**src/rtl/uart_rx.sv**
```systemverilog
// 8N1 UART receiver with a small byte FIFO exposed as one 16-bit status/data word.
// Latency: 2-cycle pin synchronizer; byte visible right after the stop-bit sample edge.
// Backpressure: none on the line; a byte arriving while the FIFO is full is dropped and flagged as overflow.
module uart_rx #(
    parameter int CLOCKS_PER_BIT  = 104,
    parameter int FIFO_DEPTH_LOG2 = 2
) (
    input  logic        clock,
    input  logic        reset,
    input  logic        rx,
    input  logic        pop,
    input  logic        clear_errors,
    output logic [15:0] data_out,
    output logic        rx_busy
);
    localparam int CW    = $clog2(CLOCKS_PER_BIT);
    localparam int L     = FIFO_DEPTH_LOG2;
    localparam int DEPTH = 1 << L;

    typedef enum logic [2:0] {IDLE, START, DATA, STOP, BRK} state_t;

    state_t         state, state_n;
    logic           rx_meta, rxs;
    logic [CW-1:0]  cnt;
    logic [2:0]     idx;
    logic [7:0]     sh;
    logic           push, frame_err, shift_en, clr_idx;

    logic [7:0]     mem [DEPTH];
    logic [L-1:0]   wptr, rptr;
    logic [L:0]     count;
    logic           ovf, ferr;
    logic           valid, full, do_pop, do_push, ovf_evt;

    // Two-flop synchronizer; idles high so reset does not look like a start bit
    always_ff @(posedge clock or negedge reset) begin
        if (!reset) begin
            rx_meta <= 1'b1;
            rxs     <= 1'b1;
        end else begin
            rx_meta <= rx;
            rxs     <= rx_meta;
        end
    end

    // State register
    always_ff @(posedge clock or negedge reset) begin
        if (!reset) state <= IDLE;
        else        state <= state_n;
    end

    // Next-state logic and per-cycle strobes; every sample happens at cnt==0
    always_comb begin
        state_n   = state;
        push      = 1'b0;
        frame_err = 1'b0;
        shift_en  = 1'b0;
        clr_idx   = 1'b0;
        case (state)
            IDLE:  if (!rxs) state_n = START;
            START: if (cnt == '0) begin
                       if (!rxs) begin
                           clr_idx = 1'b1;
                           state_n = DATA;
                       end else begin
                           state_n = IDLE;
                       end
                   end
            DATA:  if (cnt == '0) begin
                       shift_en = 1'b1;
                       if (idx == 3'd7) state_n = STOP;
                   end
            STOP:  if (cnt == '0) begin
                       if (rxs) begin
                           push    = 1'b1;
                           state_n = IDLE;
                       end else begin
                           frame_err = 1'b1;
                           state_n   = BRK;
                       end
                   end
            BRK:   if (rxs) state_n = IDLE;
            default: state_n = IDLE;
        endcase
    end

    // Bit timer: half-bit load on start edge puts every later sample at mid-bit
    always_ff @(posedge clock or negedge reset) begin
        if (!reset)                       cnt <= '0;
        else if (state == IDLE && !rxs)   cnt <= CW'(CLOCKS_PER_BIT / 2 - 1);
        else if (cnt == '0)               cnt <= CW'(CLOCKS_PER_BIT - 1);
        else                              cnt <= cnt - CW'(1);
    end

    // LSB-first shift register and bit index
    always_ff @(posedge clock or negedge reset) begin
        if (!reset) begin
            sh  <= '0;
            idx <= '0;
        end else if (clr_idx) begin
            idx <= '0;
        end else if (shift_en) begin
            sh  <= {rxs, sh[7:1]};
            idx <= idx + 3'd1;
        end
    end

    assign valid   = (count != '0);
    assign full    = (count == (L+1)'(DEPTH));
    assign do_pop  = pop && valid;
    assign do_push = push && (!full || do_pop);
    assign ovf_evt = push && full && !do_pop;

    // FIFO storage; contents are don't-care until written
    always_ff @(posedge clock) begin
        if (do_push) mem[wptr] <= sh;
    end

    // FIFO pointers and occupancy
    always_ff @(posedge clock or negedge reset) begin
        if (!reset) begin
            wptr  <= '0;
            rptr  <= '0;
            count <= '0;
        end else begin
            if (do_push) wptr <= wptr + L'(1);
            if (do_pop)  rptr <= rptr + L'(1);
            case ({do_push, do_pop})
                2'b10:   count <= count + (L+1)'(1);
                2'b01:   count <= count - (L+1)'(1);
                default: count <= count;
            endcase
        end
    end

    // Sticky error bits; a same-cycle error event beats clear_errors
    always_ff @(posedge clock or negedge reset) begin
        if (!reset) begin
            ovf  <= 1'b0;
            ferr <= 1'b0;
        end else begin
            if (ovf_evt)           ovf  <= 1'b1;
            else if (clear_errors) ovf  <= 1'b0;
            if (frame_err)         ferr <= 1'b1;
            else if (clear_errors) ferr <= 1'b0;
        end
    end

    assign data_out = {valid, ovf, ferr, 5'b0, valid ? mem[rptr] : 8'h00};
    assign rx_busy  = (state != IDLE);

endmodule
```
**config.mk**
```make
export PLATFORM = sky130hd
export DESIGN_NAME = uart_rx
export DESIGN_NICKNAME = d
export VERILOG_FILES = /design/src/rtl/uart_rx.sv
export SDC_FILE = /design/constraint.sdc
export NUM_CORES = 1
export LEC_CHECK = 0
export ABC_AREA = 1
export CORE_UTILIZATION = 40
export DETAILED_ROUTE_END_ITERATION = 8
export PLACE_DENSITY_LB_ADDON = 0.08
export RECOVER_POWER = 25
export SLEW_MARGIN = 20
export SYNTH_ARGS = -nofsm -noshare
export SYNTH_HDL_FRONTEND = slang
export SYNTH_SLANG_ARGS = --single-unit
```
**constraint.sdc**
```tcl
create_clock -name clock -period 4.8 [get_ports clock]
set_input_delay 0.96 -clock clock [delete_from_list [all_inputs] [get_ports clock]]
set_output_delay 0.96 -clock clock [all_outputs]
set_load 0.02 [all_outputs]
```
# --- Yosys cells after proc, flatten, opt, wreduce, memory -nomap -nowiden ---
# Memory sizes are Yosys's and may differ from the RTL's.
# Index checks and enable logic that the tools add are counted.
op_classes:
  add_sub_neg: 6
  n_eq_ne: 14
  muxes: 29
  bitwise: 1
  n_reduce_logical: 19
ops:
  columns: ["cell", "count"]
  rows:
  - ["$mux 3", 9]
  - ["$pmux 3 s5", 1]
  - ["$mux 1", 14]
  - ["$mux 7", 2]
  - ["$ne 2x2->1 const B", 6]
  - ["$eq 3x3->1 const B", 3]
  - ["$mux 8", 1]
  - ["$reduce_bool 2->1", 4]
  - ["$logic_not 7->1", 1]
  - ["$sub 7x1->7 const B", 1]
  - ["$add 3x1->3 const B", 2]
  - ["$eq 3x2->1 const B", 2]
  - ["$pmux 3 s2", 1]
  - ["$reduce_and 6->1", 1]
  - ["$reduce_bool 3->1", 2]
  - ["$logic_and 1x1->1", 5]
  - ["$add 2x1->2 const B", 2]
  - ["$eq 3x1->1 const B", 1]
  - ["$logic_not 1->1", 3]
  - ["$logic_not 3->1", 1]
  - ["$sub 3x1->3 const B", 1]
  - ["$eq 2x1->1 const B", 1]
  - ["$eq 2x2->1 const B", 1]
  - ["$mux 2", 1]
  - ["3 further kinds", 3]
totals:
  reg_bits: 32
  ramBits: 32
  out_inout_bits: 17
  memories: 1
memory_table:
  columns: ["name", "words", "word_bits", "read_ports", "rd_ports_with_merged_regs", "write_ports", "line", "text"]
  rows:
  - ["mem", 4, 8, 1, 0, 1, "29", "logic [7:0] mem [DEPTH];"]

# --- Longest topological paths before layout ---
# Gate-level depths: netlist of run 1.
logic_depth:
  ltp_word: 6
  mapped_depth: 11
  depth_no_buf: 11

# --- Least setup slack after synthesis of run 1 ---
# OpenSTA, ideal clock, no wires.
synth_timing:
  path_type: "in2reg"
  start: "in pop"
  end: "reg count[2]"
  setup_ns: 0.131
  arrival_time_ns: 2.238
  required_time_ns: 4.669
  setup_slack_ns: 2.431
  path_stages: 9
  path_cell_list: "nor2_1 nand2_1 nand4_2 ha_1 inv_1 fa_1 a21oi_1 o21ai_0 xor2_1"
synth_between:
  elab_chain_cells: 5
  word_cells_on_any_way: 7
  classes_between: "eq/ne: 2; mux: 1; reduce/logical: 4"
synth_rtl:
  columns: ["element", "line", "text"]
  rows:
  - ["start: declaration", "11", "input logic pop,"]
  - ["$logic_and 1x1->1 (*)", "110", "assign do_pop = pop && valid;"]
  - ["$logic_or 1x1->1", "111", "assign do_push = push && (!full || do_pop);"]
  - ["$logic_and 1x1->1", "111", null]
  - ["$eq 2x1->1 / $eq 2x2->1 (equally long branches)", "128", "case ({do_push, do_pop})"]
  - ["$pmux 3 s2 / $reduce_bool 2->1 (equally long branches)", null, null]
  - ["end signal: assignment", "129", "2'b10: count <= count + (L+1)'(1);"]
  - ["end signal: assignment", "130", "2'b01: count <= count - (L+1)'(1);"]
  - ["end signal: assignment", "131", "default: count <= count;"]
  - ["end: declaration", "31", "logic [L:0] count;"]
# Mark *: on every way between the ends. The rest lies on a longest branch, timed or not.
# A chain may end at the register's enable or synchronous reset.

# --- Worst setup path in the final report of run 1 ---
layout_timing:
  start: "reg rptr[0]"
  end: "out data_out[3]"
layout_between:
  elab_chain_cells: 2
layout_rtl:
  columns: ["element", "line", "text"]
  rows:
  - ["start: declaration", "30", "logic [L-1:0] wptr, rptr;"]
  - ["start signal: assignment", "127", "if (do_pop) rptr <= rptr + L'(1);"]
  - ["$mem_v2 4x8", null, null]
  - ["$mux 8", "149", "assign data_out = {valid, ovf, ferr, 5'b0, valid ? mem[rptr] : 8'h00};"]
  - ["end: declaration", "13", "output logic [15:0] data_out,"]
# No other way between the ends.

==> metrics, run 1 <==
status finished clean; post-CTS sizing 0; layout cells sized above 1 11.7%; number of setup violations in the final report 0; Leak Pwr 1.55 nW; Peak VDD IR 191 µV; top cell type's share of synthesized area ~33%; WP data arrival 2.28 ns; Hold Slack 0.359 ns; 1st-iter DRT viols 76; total CTS buffers 9; port bufs 16; Overall Global Routing Usage 15.6%; clock transition at the registers of the reported paths about 0.07 ns; # hold bufs at CTS 0; Final ANT Viol Nets 0; RePlAce Congestion 0.860; fin area roughly 3400 µm²; post-synthesis sequential area ratio 60.4%; Die Y about 90 µm; Post-DP HPWL 3400 µm; launch point of the worst path rptr[0]$_DFFE_PN0P_; leading cell type in the layout, fill and taps excluded nor2_1; clk sinks 64; io pins 22; largest net degree at the start of global routing 33; post-layout min period roughly 3.2 ns; Hold Fails Final Rpt 0; Avg Cell Area, Syn 10.3 µm²; GR Layer Usage met2 24.6%; remaining global-route overflow 0; setup slack after layout 1.56 ns; routed vias 1,858; Pins Over Slew Limit 0; DRC Markers 0; crit path capture type output port; Synth Instances between 200 and 300; H-tree depth 3; PD cells around 490 nW/µm²; Seq cells post-synth 64; Sequential Area 1760 µm²; first-pass GRT wire length 8690 µm; Core ar. a little under 7000 µm²; post-synthesis cell area ~2900 µm²; effective utilization at floorplan 42.3%; busiest layer in global routing met2; setup TNS 0 ns; GR Util met3 3.70%; pre-CTS WS 1.84 ns; Slew HR between 40% and 50%; placed insts 387; WP data required 3.84 ns; Placed Area 3130 µm²; Ys Warns 0; most frequent cells in the layout nor2_1 (52), nand2_1 (39), edfxtp_1 (32), inv_1 (30), dfrtp_1 (30); initial antenna violation count 0; Max Fclk 309 MHz; Layout Utilization 48.8%; synth top area cells edfxtp_1 (33%), dfrtp_1 (26%), nor2_1 (6.6%); Vias/cell 4.61; Hold WC Path Type reg -> reg; RSZ-0062 raised after global routing no; Crit Path Max Fanout 18; Worst Path Class, Setup reg -> out; clock skew 0.0117 ns; total power roughly 1.6 mW; clk buf depth 2; area leader, netlist edfxtp_1; # rows 30; critical hold path startpoint rx_meta$_DFF_PN1_; post-layout net count 316; later-pin clock latency in the skew report 0.34 ns; vias in the first global route 1,826; Root Buffer clkbuf_8; die footprint between 7000 and 8000 µm²; library cells used by synthesis 31; CTS tree built; multi-input combinational cell area a little over 900 µm²; Least-Margin Pin Slew 0.816 ns; FILL cells 676; crit share post-route 67.4%; Area Growth Syn to Fin 15.5%; met1 usage 20.0%; routed len/inst 12.7 µm; Worst R2R Start cnt[0]$_DFF_PN0_; setup bufs post-CTS 0; R2R setup slack 1.98 ns; total wire length 5120 µm; DR pass1 iterations 4; die width just under 90 µm; Startpoint Class flip-flop; # diodes 0; Max Cap Violations 0; final std cells w/o fill 403
registers in the layout, summed over array words and instances, names as in the netlist, 2 cells and up:
signal  count
rptr        2
cnt         7
wptr        2
mem        32
idx         3
count       3
state       3
sh          8
where the power goes:
| group | internal, mW | total [mW] | leakage [nW] | switching [mW] |
|---|---|---|---|---|
| Sequential | 0.596 | 0.644 | 0.786 | 0.0484 |
| Combinational | 0.173 | 0.400 | 0.638 | 0.227 |
| Clock | 0.399 | 0.604 | 0.128 | 0.205 |
| Total | 1.17 | 1.65 | 1.55 | 0.480 |
area by class of cell:
cell class,count,area share [%]
Multi-Input combinational cell,176,27.7
Timing Repair Buffer,17,4.97
Inverter,34,3.78
Tap cell,96,3.56
Clock inverter,5,3.82
Sequential cell,64,52.3
Clock buffer,11,3.89
worst max-delay path, stage by stage (launching register included):
cell	delay (ns)
dfrtp_1	0.74
inv_2	0.27
o21ai_0	0.28
a21oi_1	0.11
clkdlybuf4s50_1	0.55
cells by family (layout without fill, tap and decap cells):
group                      after synthesis  after routing  share of synthesized area (%)
AOI/OAI and AO/OA                       43             43                           8.48
xor gates and xnor gates                 4              4                           1.20
adders and majority gates                9              9                           4.11
buffers and inverters                   47             67                           7.58
DFF                                     64             64                           60.4
other                                    1              5                          0.128
and+or+nand+nor                        115            115                           18.1
metal layers:
metal	wire length, µm	part of all wire, %	vias up
li1	-	-	951
met1	2540	50	868
met2	2370	46	30
met3	105	2.1	9
met4	103	2.0	0
met5	0	0	-
cell usage after synthesis:
cell type,count
nand2_1,39
nand2_4,1
buf_4,9
nand2_2,1
nand3_1,11
edfxtp_1,32
clkbuf_2,1
buf_6,1
o22ai_1,2
ha_1,8
nand3_4,1
o21ai_2,5
a21oi_1,13
conb_1,1
xor2_1,3
xnor2_1,1
inv_1,30
nor2_1,51
inv_2,4
nor3_1,2
nand4_2,1
dfstp_2,2
o21ai_0,20
nor2_8,1
dfrtp_1,30
nand3b_4,1
nor2_2,2
a21oi_2,3
nand4_1,4
fa_1,1
buf_2,2
worst paths after layout:
check / end / cells after the start
max in group asynchronous: rx_meta$_DFF_PN1_ / 2
max reg2reg: mem[3][7]$_DFFE_PP_ / 6
min: rxs$_DFF_PN1_ / 0
min in group asynchronous: cnt[3]$_DFF_PN0_ / 2
max: data_out[3] / 4
min reg2reg: rxs$_DFF_PN1_ / 0
Power figures use the tool's default switching activity.
==> run 2: changes to the inputs <==
==> constraint.sdc (replaced) <==
create_clock -name clock -period 3.2 [get_ports clock]
set_input_delay 0.64 -clock clock [delete_from_list [all_inputs] [get_ports clock]]
set_output_delay 0.64 -clock clock [all_outputs]
set_load 0.02 [all_outputs]
==> run 2 against run 1 <==
Net effect:
- the flow now finishes with violations (max-capacitance violations, max-slew violations)
- worst setup slack lost 1.2 ns
- global-route usage grew 0.29 points
- register-to-register slack lost 1.0 ns
- clock skew shrank 0.0018 ns
- clock power grew 13%
- highest routed layer unchanged
==> metrics, run 2 (synthesis gave the netlist of run 1 again) <==
FILL cells approximately 650; violated checks max-capacitance violations, max-slew violations; Final ANT Viol Nets 0; routed vias 1,891; pre-CTS WS approximately 0.5 ns; leading cell type in the layout, fill and taps excluded nor2_1; post-layout net count 321; WP data required 2.56 ns; clock skew 0.00995 ns; Largest stage delay, worst path between 0.6 and 0.7 ns; Crit Path Max Fanout 12; Core ar. between 6000 and 7000 µm²; Root Buffer clkbuf_8; count of buffer and inverter cells on the critical path 2; post-layout min period 2.79 ns; setup bufs post-CTS 0; Post-DP HPWL 3500 µm; total CTS buffers 9; port bufs 16; Peak VDD IR around 290 µV; Hold WC Path Type reg -> reg; biggest registers after layout mem (32), sh (8), cnt (7); total wire length 5120 µm; die width between 80 and 90 µm; number of setup violations in the final report 0; # diodes 0; Slew HR -16.3%; Pins Over Slew Limit 33; crit-path cells buf_4 > nor2_1 > nor2_1 > o21ai_0 > a21oi_1 > clkdlybuf4s50_1; critical hold path startpoint rx_meta$_DFF_PN1_; crit share post-route 87.2%; # rows 30; post-CTS sizing 0; 1st-iter DRT viols between 100 and 150; setup TNS 0 ns; launch point of the worst path rptr[0]$_DFFE_PN0P_; CTS tree built; Vias/cell 4.63; multi-input combinational cell area about 950 µm²; # hold bufs at CTS 0; largest net degree at the start of global routing 33; Placed Area 3170 µm²; routed len/inst 12.5 µm; initial antenna violation count 0; fin area 3360 µm²; clk buf depth 2; die footprint 7650 µm²; clk sinks 64; Startpoint Class flip-flop; later-pin clock latency in the skew report 0.34 ns; Sequential Area between 1500 and 2000 µm²; clock transition at the registers of the reported paths 0.07 ns; RSZ-0062 raised after global routing no; Hold Fails Final Rpt 0; status finished, violations left; DR pass1 iterations 4; Leak Pwr roughly 1.5 nW; final std cells w/o fill 408; Least-Margin Pin Slew about 1.7 ns; Max Cap Violations 1; remaining global-route overflow 0; crit-path leading delay family buffers and inverters; Largest Register mem; layout cells sized above 1 13.5%; placed insts about 400; io pins 22; first-pass GRT wire length 8890 µm; most frequent cells in the layout nor2_1 (51), nand2_1 (39), edfxtp_1 (32), inv_1 (30), dfrtp_1 (30); WP data arrival 2.15 ns; H-tree depth 3; max reg flops 32; PD cells a little under 700 nW/µm²; effective utilization at floorplan 42.3%; setup slack after layout 0.410 ns; Die Y approximately 90 µm; Worst Path Class, Setup reg -> out; RePlAce Congestion a little under 0.9; Max Fclk 358 MHz; crit path capture type output port; Overall Global Routing Usage between 15 and 20%; Worst R2R Start cnt[0]$_DFF_PN0_; Crit-path slowest cell clkdlybuf4s50_1; critical path's most frequent cell nor2_1; total power 2.26 mW; DRC Markers 0; vias in the first global route roughly 1,800; Area Growth Syn to Fin 15.0%
run 2: cell types whose count changed in the layout (fill, tap and decap cells not counted), sizes merged:
cell      before  now
clkbuf        11   10
buf            1    5
bufinv         4    1
clkinv         1    5
clkinvlp       0    1
run 2: where the power goes:
group	internal (mW)	switching, mW	total, mW
combinational	0.272	0.381	0.653
sequential	0.894	0.0325	0.926
clock	0.359	0.321	0.680
total	1.52	0.734	2.26
run 2: final cells by class:
type / instances / share of cell area [%]
inverter: 34 / 3.80
clock buffer: 9 / 3.69
multi-input combinational: 176 / 28.3
tap: 96 / 3.58
clock inverter: 7 / 2.16
sequential: 64 / 52.5
timing repair buffer: 22 / 6.00
run 2: per-stage QoR:
step                util, %  hold WS [ns]
floorplan                 -         0.344
global placement       45.9         0.347
detailed placement     45.9         0.353
CTS                    48.7         0.364
global route           48.6         0.368
finish                 48.6         0.360
run 2: path summary, 6_finish.rpt:
kind / endpoint / slack, ns / cells past startpoint
min in group asynchronous: cnt[2]$_DFF_PN0_ / 1.22 / 2
min: rxs$_DFF_PN1_ / 0.36 / 0
max: data_out[0] / 0.41 / 6
min reg2reg: rxs$_DFF_PN1_ / 0.36 / 0
max reg2reg: mem[2][1]$_DFFE_PP_ / 0.98 / 6
max in group asynchronous: sh[7]$_DFFE_PN0P_ / 0.97 / 2
run 2: metal layers:
layer	routed length, µm	track usage [%]	part of all wire, %
met1	2410	20.4	47
met2	2450	25.1	48
met3	153	4.36	3.0
met4	104	7.15	2.0
met5	0	0	0
